$ cat config.mk
export PLATFORM = sky130hd
export DESIGN_NAME = gate_tree_pipe
export DESIGN_NICKNAME = d
export VERILOG_FILES = /design/src/rtl/gate_tree_pipe.sv
export SDC_FILE = /design/constraint.sdc
export NUM_CORES = 1
export LEC_CHECK = 0
export ABC_AREA = 1
export CAP_MARGIN = 20
export CORE_MARGIN = 2
export CORE_UTILIZATION = 51
export CTS_BUF_LIST = sky130_fd_sc_hd__clkbuf_16
export DETAILED_ROUTE_END_ITERATION = 12
export GPL_ROUTABILITY_DRIVEN = 0
export GPL_TIMING_DRIVEN = 0
export PLACE_DENSITY = 0.84
export SYNTH_ARGS = -nofsm -noshare
export SYNTH_HDL_FRONTEND = slang
export SYNTH_SLANG_ARGS = --single-unit
$ cat constraint.sdc
create_clock -name clk -period 2.1 [get_ports clk]
set_input_delay 0.42 -clock clk [delete_from_list [all_inputs] [get_ports clk]]
set_output_delay 0.42 -clock clk [all_outputs]
set_load 0.05 [all_outputs]
$ cat src/rtl/gate_tree_pipe.sv
// gate_tree_pipe
//
// Pipelined AND/OR reduction tree. Each transaction first forms x & y.
// The result is then reduced to a single bit through LEVELS = log2(WIDTH)
// levels of pair gates. The gates alternate between OR and AND, and the
// per-transaction mode bit selects which gate the first level uses
// (mode=0: level 1 is OR, mode=1: level 1 is AND). There is one register
// stage for the operand AND and one for each reduction level, so a result
// appears LEVELS+1 cycles after acceptance. The whole pipe moves together
// under a valid/ready handshake with full backpressure.
//
// Ports:
//   clk        system clock, rising edge
//   rst_n      asynchronous active-low reset
//   in_valid   operand transaction present
//   in_ready   block accepts a transaction this cycle (= pipeline advance)
//   x, y       WIDTH-bit operands
//   mode       gate selection for the first reduction level
//   out_valid  result present
//   out_ready  consumer accepts the result
//   out        reduction result
//   hit_cnt    (only with GATE_TREE_HITCNT_EN) saturating count of
//              delivered results equal to 1
//
// Optional feature macro: GATE_TREE_HITCNT_EN
//
// WIDTH must be a power of two and at least 2.

module gate_tree_pipe #(
  parameter int WIDTH = 8
) (
  input  logic             clk,
  input  logic             rst_n,
  input  logic             in_valid,
  output logic             in_ready,
  input  logic [WIDTH-1:0] x,
  input  logic [WIDTH-1:0] y,
  input  logic             mode,
  output logic             out_valid,
  input  logic             out_ready,
  output logic             out
`ifdef GATE_TREE_HITCNT_EN
  ,
  output logic [15:0]      hit_cnt
`endif
);

  localparam int LEVELS   = $clog2(WIDTH);
  // All stages are packed back to back into one vector. The widths are
  // WIDTH, WIDTH/2, ..., 1, so the total is 2*WIDTH-1 bits.
  localparam int TREEBITS = 2 * WIDTH - 1;

  // Bit offset of stage k inside the packed tree vector.
  function automatic int levelOff(input int k);
    return 2 * WIDTH - 2 * (WIDTH >> k);
  endfunction

  logic [TREEBITS-1:0] tree_q, tree_d;
  logic [LEVELS:0]     valid_q;
  // Stage k holds the mode that stage k+1 needs, so the last stage needs no copy.
  logic [LEVELS-1:0]   mode_q, mode_d;
  logic                adv;

  // The pipe advances when the output slot is empty or is being drained.
  // A stall freezes every stage, including bubbles.
  assign adv       = out_ready | ~out_valid;
  assign in_ready  = adv;
  assign out_valid = valid_q[LEVELS];
  assign out       = tree_q[TREEBITS-1];

  // Next data for every stage. Level k combines adjacent bit pairs of
  // stage k-1. It uses OR when (k odd) XOR mode is set, and AND otherwise.
  always_comb begin
    tree_d = '0;
    tree_d[WIDTH-1:0] = x & y;
    for (int k = 1; k <= LEVELS; k++) begin
      for (int j = 0; j < (WIDTH >> k); j++) begin
        if (((k % 2) == 1) ^ mode_q[k-1])
          tree_d[levelOff(k) + j] = tree_q[levelOff(k-1) + 2*j] | tree_q[levelOff(k-1) + 2*j + 1];
        else
          tree_d[levelOff(k) + j] = tree_q[levelOff(k-1) + 2*j] & tree_q[levelOff(k-1) + 2*j + 1];
      end
    end
  end

  // The mode bit shifts alongside its data.
  always_comb begin
    mode_d = '0;
    mode_d[0] = mode;
    for (int k = 1; k < LEVELS; k++) begin
      mode_d[k] = mode_q[k-1];
    end
  end

  // Data loads without a valid qualifier. Bubble contents are don't-care.
  always_ff @(posedge clk or negedge rst_n) begin
    if (!rst_n) begin
      tree_q  <= '0;
      mode_q  <= '0;
      valid_q <= '0;
    end else if (adv) begin
      tree_q  <= tree_d;
      mode_q  <= mode_d;
      valid_q <= {valid_q[LEVELS-1:0], in_valid};
    end
  end

`ifdef GATE_TREE_HITCNT_EN
  logic [15:0] hitCnt_q, hitCnt_d;

  // Accepting an all-zero operand pair with mode=1 clears the counter.
  // This in-band clear wins over a coincident hit.
  always_comb begin
    hitCnt_d = hitCnt_q;
    if (in_valid && in_ready && (x == '0) && (y == '0) && mode)
      hitCnt_d = '0;
    else if (out_valid && out_ready && out && (hitCnt_q != 16'hFFFF))
      hitCnt_d = hitCnt_q + 16'd1;
  end

  always_ff @(posedge clk or negedge rst_n) begin
    if (!rst_n)
      hitCnt_q <= '0;
    else
      hitCnt_q <= hitCnt_d;
  end

  assign hit_cnt = hitCnt_q;
`endif

endmodule

# Word level (Yosys, flattened, before mapping)
# Cells that the tools add are included.
word_totals:
  regBits: 22
  in_bits: 21
  wordCells: 27
classes:
  mux: 7
  bitwise_logic: 17
ops:
  columns: ["cell", "count"]
  rows:
  - ["bitwise AND 8 bit", 1]
  - ["OR 1 bit", 8]
  - ["bitwise AND 1 bit", 7]
  - ["2-to-1 mux 1 bit", 7]
  - ["inverter 1 bit", 1]

# Longest topological paths before layout
# Gate-level depths: netlist (run 1).
depth:
  depth_word: 2
  mapped_depth: 5

# Least setup slack after synthesis (run 1)
# Ideal clock, no wire load.
synth_path:
  path_kind: "reg-to-output"
  start: "register valid_q[3]"
  end: "output port in_ready"
  arrival_time_ns: 0.985
  t_required_ns: 1.680
  setup_slack_ns: 0.695
  stages_incl_launch_ff: 3
  path_cell_list: "dfrtp_1 nand2_4 buf_6"
synth_via:
  elab_chain_len: 2
synth_lines:
  columns: ["item", "line", "text"]
  rows:
  - ["from (decl)", "59", "logic [LEVELS:0] valid_q;"]
  - ["from (signal assigned)", "104", "valid_q <= {valid_q[LEVELS-1:0], in_valid};"]
  - ["inverter 1 bit", "66", "assign adv = out_ready | ~out_valid;"]
  - ["OR 1 bit", "66", null]
  - ["to (decl)", "35", "output logic in_ready,"]
# Every way passes these cells.

# Final worst setup path (run 1)
layout_path:
  start: "input port out_ready"
  end: "output port in_ready"
layout_via:
  elab_chain_len: 1
layout_lines:
  columns: ["item", "line", "text"]
  rows:
  - ["from (decl)", "40", "input logic out_ready,"]
  - ["OR 1 bit", "66", null]
# Every way passes these cells.

==> run metrics, run 1 <==
status completed; final antenna-violating net count 0; slowest stage delay, CP 550 ps; initial antenna violation count 0; Hold WS 467 ps; Synth cell types 11; first-pass GRT wire length 3.41 mm; max-slew violations 0; Final Util 70.6%; unrepaired setup endpoints after global routing no; MaxCap Viol Count 0; H-Tree Depth 1; post-synthesis async set-or-reset flop share 100%; Static Leak 0.716 nW; Yosys reg bits 22; layout cells sized above 1 9.15%; Crit. Startpoint out_ready; Reg clk slew, reported paths 50 ps; count leader, synth nand2_1; Final TNS setup 0 ps; clk sinks 22; hold_sp valid_q[2]$_DFFE_PN0P_; total CTS buffers 3; synth warn 0; root buffer cell clkbuf_16; VDD IR-drop max 0.000736 V; I/O Pins 24; Tmin final 1950 ps; fillcell total 159; initial core utilization 53.2%; clk_lat worst skew 250 ps; share of the synthesized area in the top cell type 53.9%; TritonCTS clock tree yes; worst flop-to-flop path startpoint valid_q[3]$_DFFE_PN0P_; Avg Synthesized Cell Area 8.05 sq um; Post-Route WL 1.90 mm; total iterations of the first detailed-routing run 4; worst clock skew 1.41 ps; post-CTS setup buffers 0; WS Path Type in -> out; Die W 48.8 microns; Area Growth Syn to Fin 32.7%; crit end category output pin; FP Rows 16; final worst path period share 93.0%; CTS max path bufs 2; top_reg_cell synth dfrtp_1; vias in the first global route 837; worst slew pin tran 932 ps; largest net degree at the start of global routing 23; synth cell count leaders nand2_1, dfrtp_1, inv_1, nand3_1, buf_6; Post-synth EDFFs 0; Critical Path RT 1680 ps; post-layout power 1.60 mW; total congestion overflow 0; Max-slew headroom 37.7%; detailed placer's ending HPWL 1.38 mm; core area 0.00192 sq mm; Via density 4.69; worst-path cell chain clkdlybuf4s50_1 -> inv_2 -> nand2_4 -> buf_6 -> buf_2; # setup viols final 0; Worst Path Arrival 1530 ps; endpoints failing hold 0; DRC violations left 0; Hold Crit Class reg -> reg; first-iteration detailed-routing DRC count 14; Seq/Total Area, Yosys 53.9%; DR vias 844; Buf/Inv on CP 4; Synth Cell Area 0.00102 sq mm; Synth area leader dfrtp_1; Cells after Synth 127; Net count, final 176; Mapped Nets 148; PortBufs 23; cell area power density 1180 mW/mm^2; die area 0.00238 sq mm; synth top area cells dfrtp_1, nand2_1, nand3_1; crit path max fanout 10; startpoint types input pin; Max Clk Rate 0.512 GHz; Die Span Y 48.8 microns; CP top delay family buffers and inverters; Global Route Usage Sum 18.9%; slowest CP cell clkdlybuf4s50_1; WL per Instance 10.6 microns; Ant. Diodes 0
state kept, by name, summed over array words and instances (netlist names):
signal,cells
valid_q,4
tree_q,15
mode_q,3
area by class of cell:
class	instances	area, sq um	area share (%)
Tap cell	27	33.8	2.49
Buffer	4	45.0	3.32
Inverter	19	71.3	5.26
Clock buffer	3	75.1	5.54
Sequential cell	22	551	40.6
Multi-Input combinational cell	82	355	26.2
Timing Repair Buffer	23	225	16.6
final timing paths:
path                                                to  slack, ps  depth (start not counted)
worst min-delay path            valid_q[3]$_DFFE_PN0P_        470                          2
worst max-delay path                          in_ready        150                          5
min in group asynchronous       valid_q[2]$_DFFE_PN0P_        690                          1
worst max register to register   tree_q[8]$_DFFE_PN0P_       1170                          4
worst min register to register  valid_q[3]$_DFFE_PN0P_        470                          2
max in group asynchronous       tree_q[10]$_DFFE_PN0P_        840                          1
stage by stage:
stage	cell area, sq um	worst slack (ps)	cells
2_1_floorplan	1020	695	127
3_3_place_gp	1290	-371	177
3_5_place_dp	1290	-403	177
4_1_cts	1360	19.6	180
5_1_grt	1360	84.8	180
6_report	1360	147	180
placed cells by master (no fill, tap or decap):
master and count:
nand2_1 60, clkdlybuf4s50_1 22, dfrtp_1 22, inv_1 17, nand3_1 15, buf_6 4, clkbuf_16 3, inv_2 2
o21ai_1 2, o21ai_2 2, nand2_4 1, nor2_4 1, o21ai_0 1, buf_2 1
report_power, final:
| part | internal [mW] | switching [mW] | total [mW] | leakage (nW) |
|---|---|---|---|---|
| clock | 0.251 | 0.138 | 0.389 | 0.0370 |
| sequential | 0.565 | 0.0993 | 0.664 | 0.280 |
| combinational | 0.225 | 0.325 | 0.550 | 0.399 |
per-layer routing:
metal,track usage [%],part of all wire [%],wire length (microns),vias up
li1,-,-,-,436
met1,20.2,39,745,375
met2,35.4,53,1010,29
met3,5.52,5.5,104,4
met4,6.19,2.4,46,0
met5,0,0,0,-
worst register-to-register path, delay by kind of cell (launching register included):
| family | cells | cell delay (ps) |
|---|---|---|
| DFF | 1 | 410 |
| and+or+nand+nor | 3 | 250 |
| buffers and inverters | 1 | 150 |
repair_timing:
| action | in CTS | in global routing |
|---|---|---|
| resized for setup | 3 | 2 |
| gates cloned | 0 | 0 |
| hold buffers | 0 | 0 |
| setup endpoints to repair | 1 | 1 |
kinds of logic (layout without fill, tap and decap cells):
logic type / count (synthesis) / count (layout) / share of synthesized area, %
compound gates: 5 / 5 / 3.18
buf+inv: 23 / 49 / 11.4
flops: 22 / 22 / 53.9
simple gates: 77 / 77 / 31.6
Power figures use the tool's default switching activity.
==> inputs of run 2 (changes only) <==
--- a/config.mk
+++ b/config.mk
@@ -7,6 +7,7 @@
 export LEC_CHECK = 0
 export ABC_AREA = 1
 export CAP_MARGIN = 20
+export CORE_ASPECT_RATIO = 1.1
 export CORE_MARGIN = 2
 export CORE_UTILIZATION = 51
 export CTS_BUF_LIST = sky130_fd_sc_hd__clkbuf_16
==> run 2 against run 1 <==
Against the previous run: via count up 1.9%; register-to-register slack got worse by 40 ps; total power rose by 1.3%.
==> run metrics, run 2 (same netlist as run 1, synthesis figures left out) <==
CP top delay family buffers and inverters; met1 WL 842 microns (+13%); Die Span Y 51.0 microns (+4.5%); initial antenna violation count 0 (unchanged); crit path max fanout 10 (unchanged); Ant. Diodes 0 (unchanged); post-layout power 1.62 mW (+1.3%); Tmin final 2050 ps (+92.7 ps); max reg flops 15 (unchanged); Buf/Inv on CP 4 (unchanged); WS Path Type in -> out; Sw Share 35.7% (+0.63 points); WL per Instance 11.1 microns (+5.1%); worst-path cell chain clkdlybuf4s50_1 -> inv_2 -> nand2_4 -> buf_6 -> clkdlybuf4s15_2; DR vias 860 (+1.9%); CTS max path bufs 2 (unchanged); P_int 1.04 mW (+0.35%); clk_lat worst skew 250 ps (about the same); cell area power density 1190 mW/mm^2 (+0.88%); total congestion overflow 0 (unchanged); MaxCap Viol Count 0 (unchanged); WL met3 102 microns (-1.9%); clock share of power 24.2% (about the same); max-slew violations 0 (unchanged); root buffer cell clkbuf_16; total iterations of the first detailed-routing run 4 (unchanged); crit end category output pin; startpoint types input pin; Post-Route WL 2.00 mm (+5.1%); Hold WS 455 ps (-12.6 ps); most frequent cells in the layout nand2_1, clkdlybuf4s50_1, dfrtp_1; Psw 580 uW (+3.2%); Placed Instance Area 0.00129 sq mm (unchanged); Die W 46.7 microns (-4.3%); post-CTS setup buffers 0 (unchanged); I/O Pins 24 (unchanged); slowest CP cell clkdlybuf4s50_1; PortBufs 23 (unchanged); Worst Path Arrival 1630 ps (+100 ps); first-pass GRT wire length 3.62 mm (+6.1%); TritonCTS clock tree yes; initial core utilization 55.5% (+2.3 points); Top reg by flops tree_q; Max Used Layer met4; Area Growth Syn to Fin 33.3%; unrepaired setup endpoints after global routing no; endpoints failing hold 0 (unchanged); slowest stage delay, CP 540 ps (about the same); Final TNS setup 0 ps (unchanged); layout cells sized above 1 9.15% (unchanged); Worst R2R Setup Slack 1130 ps (-40 ps); Max-slew headroom 37.6% (-0.13 points); vias in the first global route 903 (+7.9%); final antenna-violating net count 0 (unchanged); die area 0.00238 sq mm (about the same); FP Rows 16 (unchanged); # hold bufs at CTS 0 (unchanged); total CTS buffers 3 (unchanged); Max Clk Rate 0.489 GHz (-4.5%); Critical Path RT 1680 ps (about the same); core area 0.00184 sq mm (-4.2%); Static Leak 0.718 nW (+0.30%); largest net degree at the start of global routing 23 (unchanged); worst clock skew 2.18 ps (+0.768 ps); Flop pwr share 41.4% (about the same); finished layout cell area 0.00136 sq mm (+0.46%); status completed; Net count, final 176 (unchanged); H-Tree Depth 1 (unchanged); biggest regs tree_q (15), valid_q (4), mode_q (3); first-iteration detailed-routing DRC count 10 (-4); Hold Crit Class reg -> reg; Met2 Routed Length 1.01 mm (about the same); most common cell after layout, fill and taps aside nand2_1; clk sinks 22 (unchanged); detailed placer's ending HPWL 1.38 mm (+0.61%); Combinational Power Share 34.3% (about the same); DRC violations left 0 (unchanged); VDD IR-drop max 0.000653 V (-11%); final worst path period share 97.4% (+4.4 points); Final Util 74.0% (+3.4 points); Global Route Usage Sum 21.3% (+2.4 points); Via density 4.78 (+1.9%); worst slew pin tran 933 ps (+1.90 ps); # setup viols final 0 (unchanged); Reg clk slew, reported paths 60 ps (about the same)
==> run 2: cell count changes in the layout (fill, tap and decap cells not counted), sizes merged <==
cell / delta
clkdlybuf4s15: +1
buf: -1
==> run 2: path summary, 6_finish.rpt <==
| check | cells past startpoint | to | from |
|---|---|---|---|
| setup / recovery | 5 | in_ready | out_ready |
| hold / removal | 2 | valid_q[3]$_DFFE_PN0P_ | valid_q[2]$_DFFE_PN0P_ |
| setup reg to reg | 5 | tree_q[9]$_DFFE_PN0P_ | valid_q[3]$_DFFE_PN0P_ |
| hold reg to reg | 2 | valid_q[3]$_DFFE_PN0P_ | valid_q[2]$_DFFE_PN0P_ |
| max in group asynchronous | 1 | tree_q[8]$_DFFE_PN0P_ | rst_n |
| min in group asynchronous | 1 | tree_q[13]$_DFFE_PN0P_ | rst_n |
==> run 2: power groups by stage <==
stage	sequential (mW)	clock, mW	combinational, mW
2_1_floorplan	0.705	0	0.351
3_3_place_gp	0.666	0	0.536
3_5_place_dp	0.676	0	0.558
4_1_cts	0.671	0.397	0.568
5_1_grt	0.689	0.425	0.629
6_report	0.673	0.394	0.558
==> run 2: worst reg2reg max path, cell delays in order (launching register included) <==
cell and delay, ps:
dfrtp_1 420, inv_2 80, nor2_4 110, buf_6 150, nand2_1 80, nand2_1 80
==> run 2: routing by layer <==
metal	vias up	GRT usage, %
met5	-	0
met4	0	10.2
met3	7	4.24
met2	30	36.6
met1	389	24.4
li1	434	-
==> run 2: layout make-up <==
cell class	count	area (sq um)
clock buffer	3	75.1
multi-input combinational	82	355
sequential	22	551
fill	143	479
timing repair buffer	23	231
inverter	19	71.3
tap	27	33.8
buffer	4	45.0
==> run 2: what timing repair did <==
| item | CTS | global route |
|---|---|---|
| hold endpoints to repair | 0 | 0 |
| endpoints found under the setup margin | 1 | 0 |
| resized for setup | 3 | 0 |
==> run 2: per-stage QoR <==
stage / setup slack [ps] / std cells
5_1_grt: 0.566 / 180
2_1_floorplan: 695 / 127
3_5_place_dp: -383 / 177
6_report: 54.6 / 180
3_3_place_gp: -374 / 177
4_1_cts: 45.5 / 180
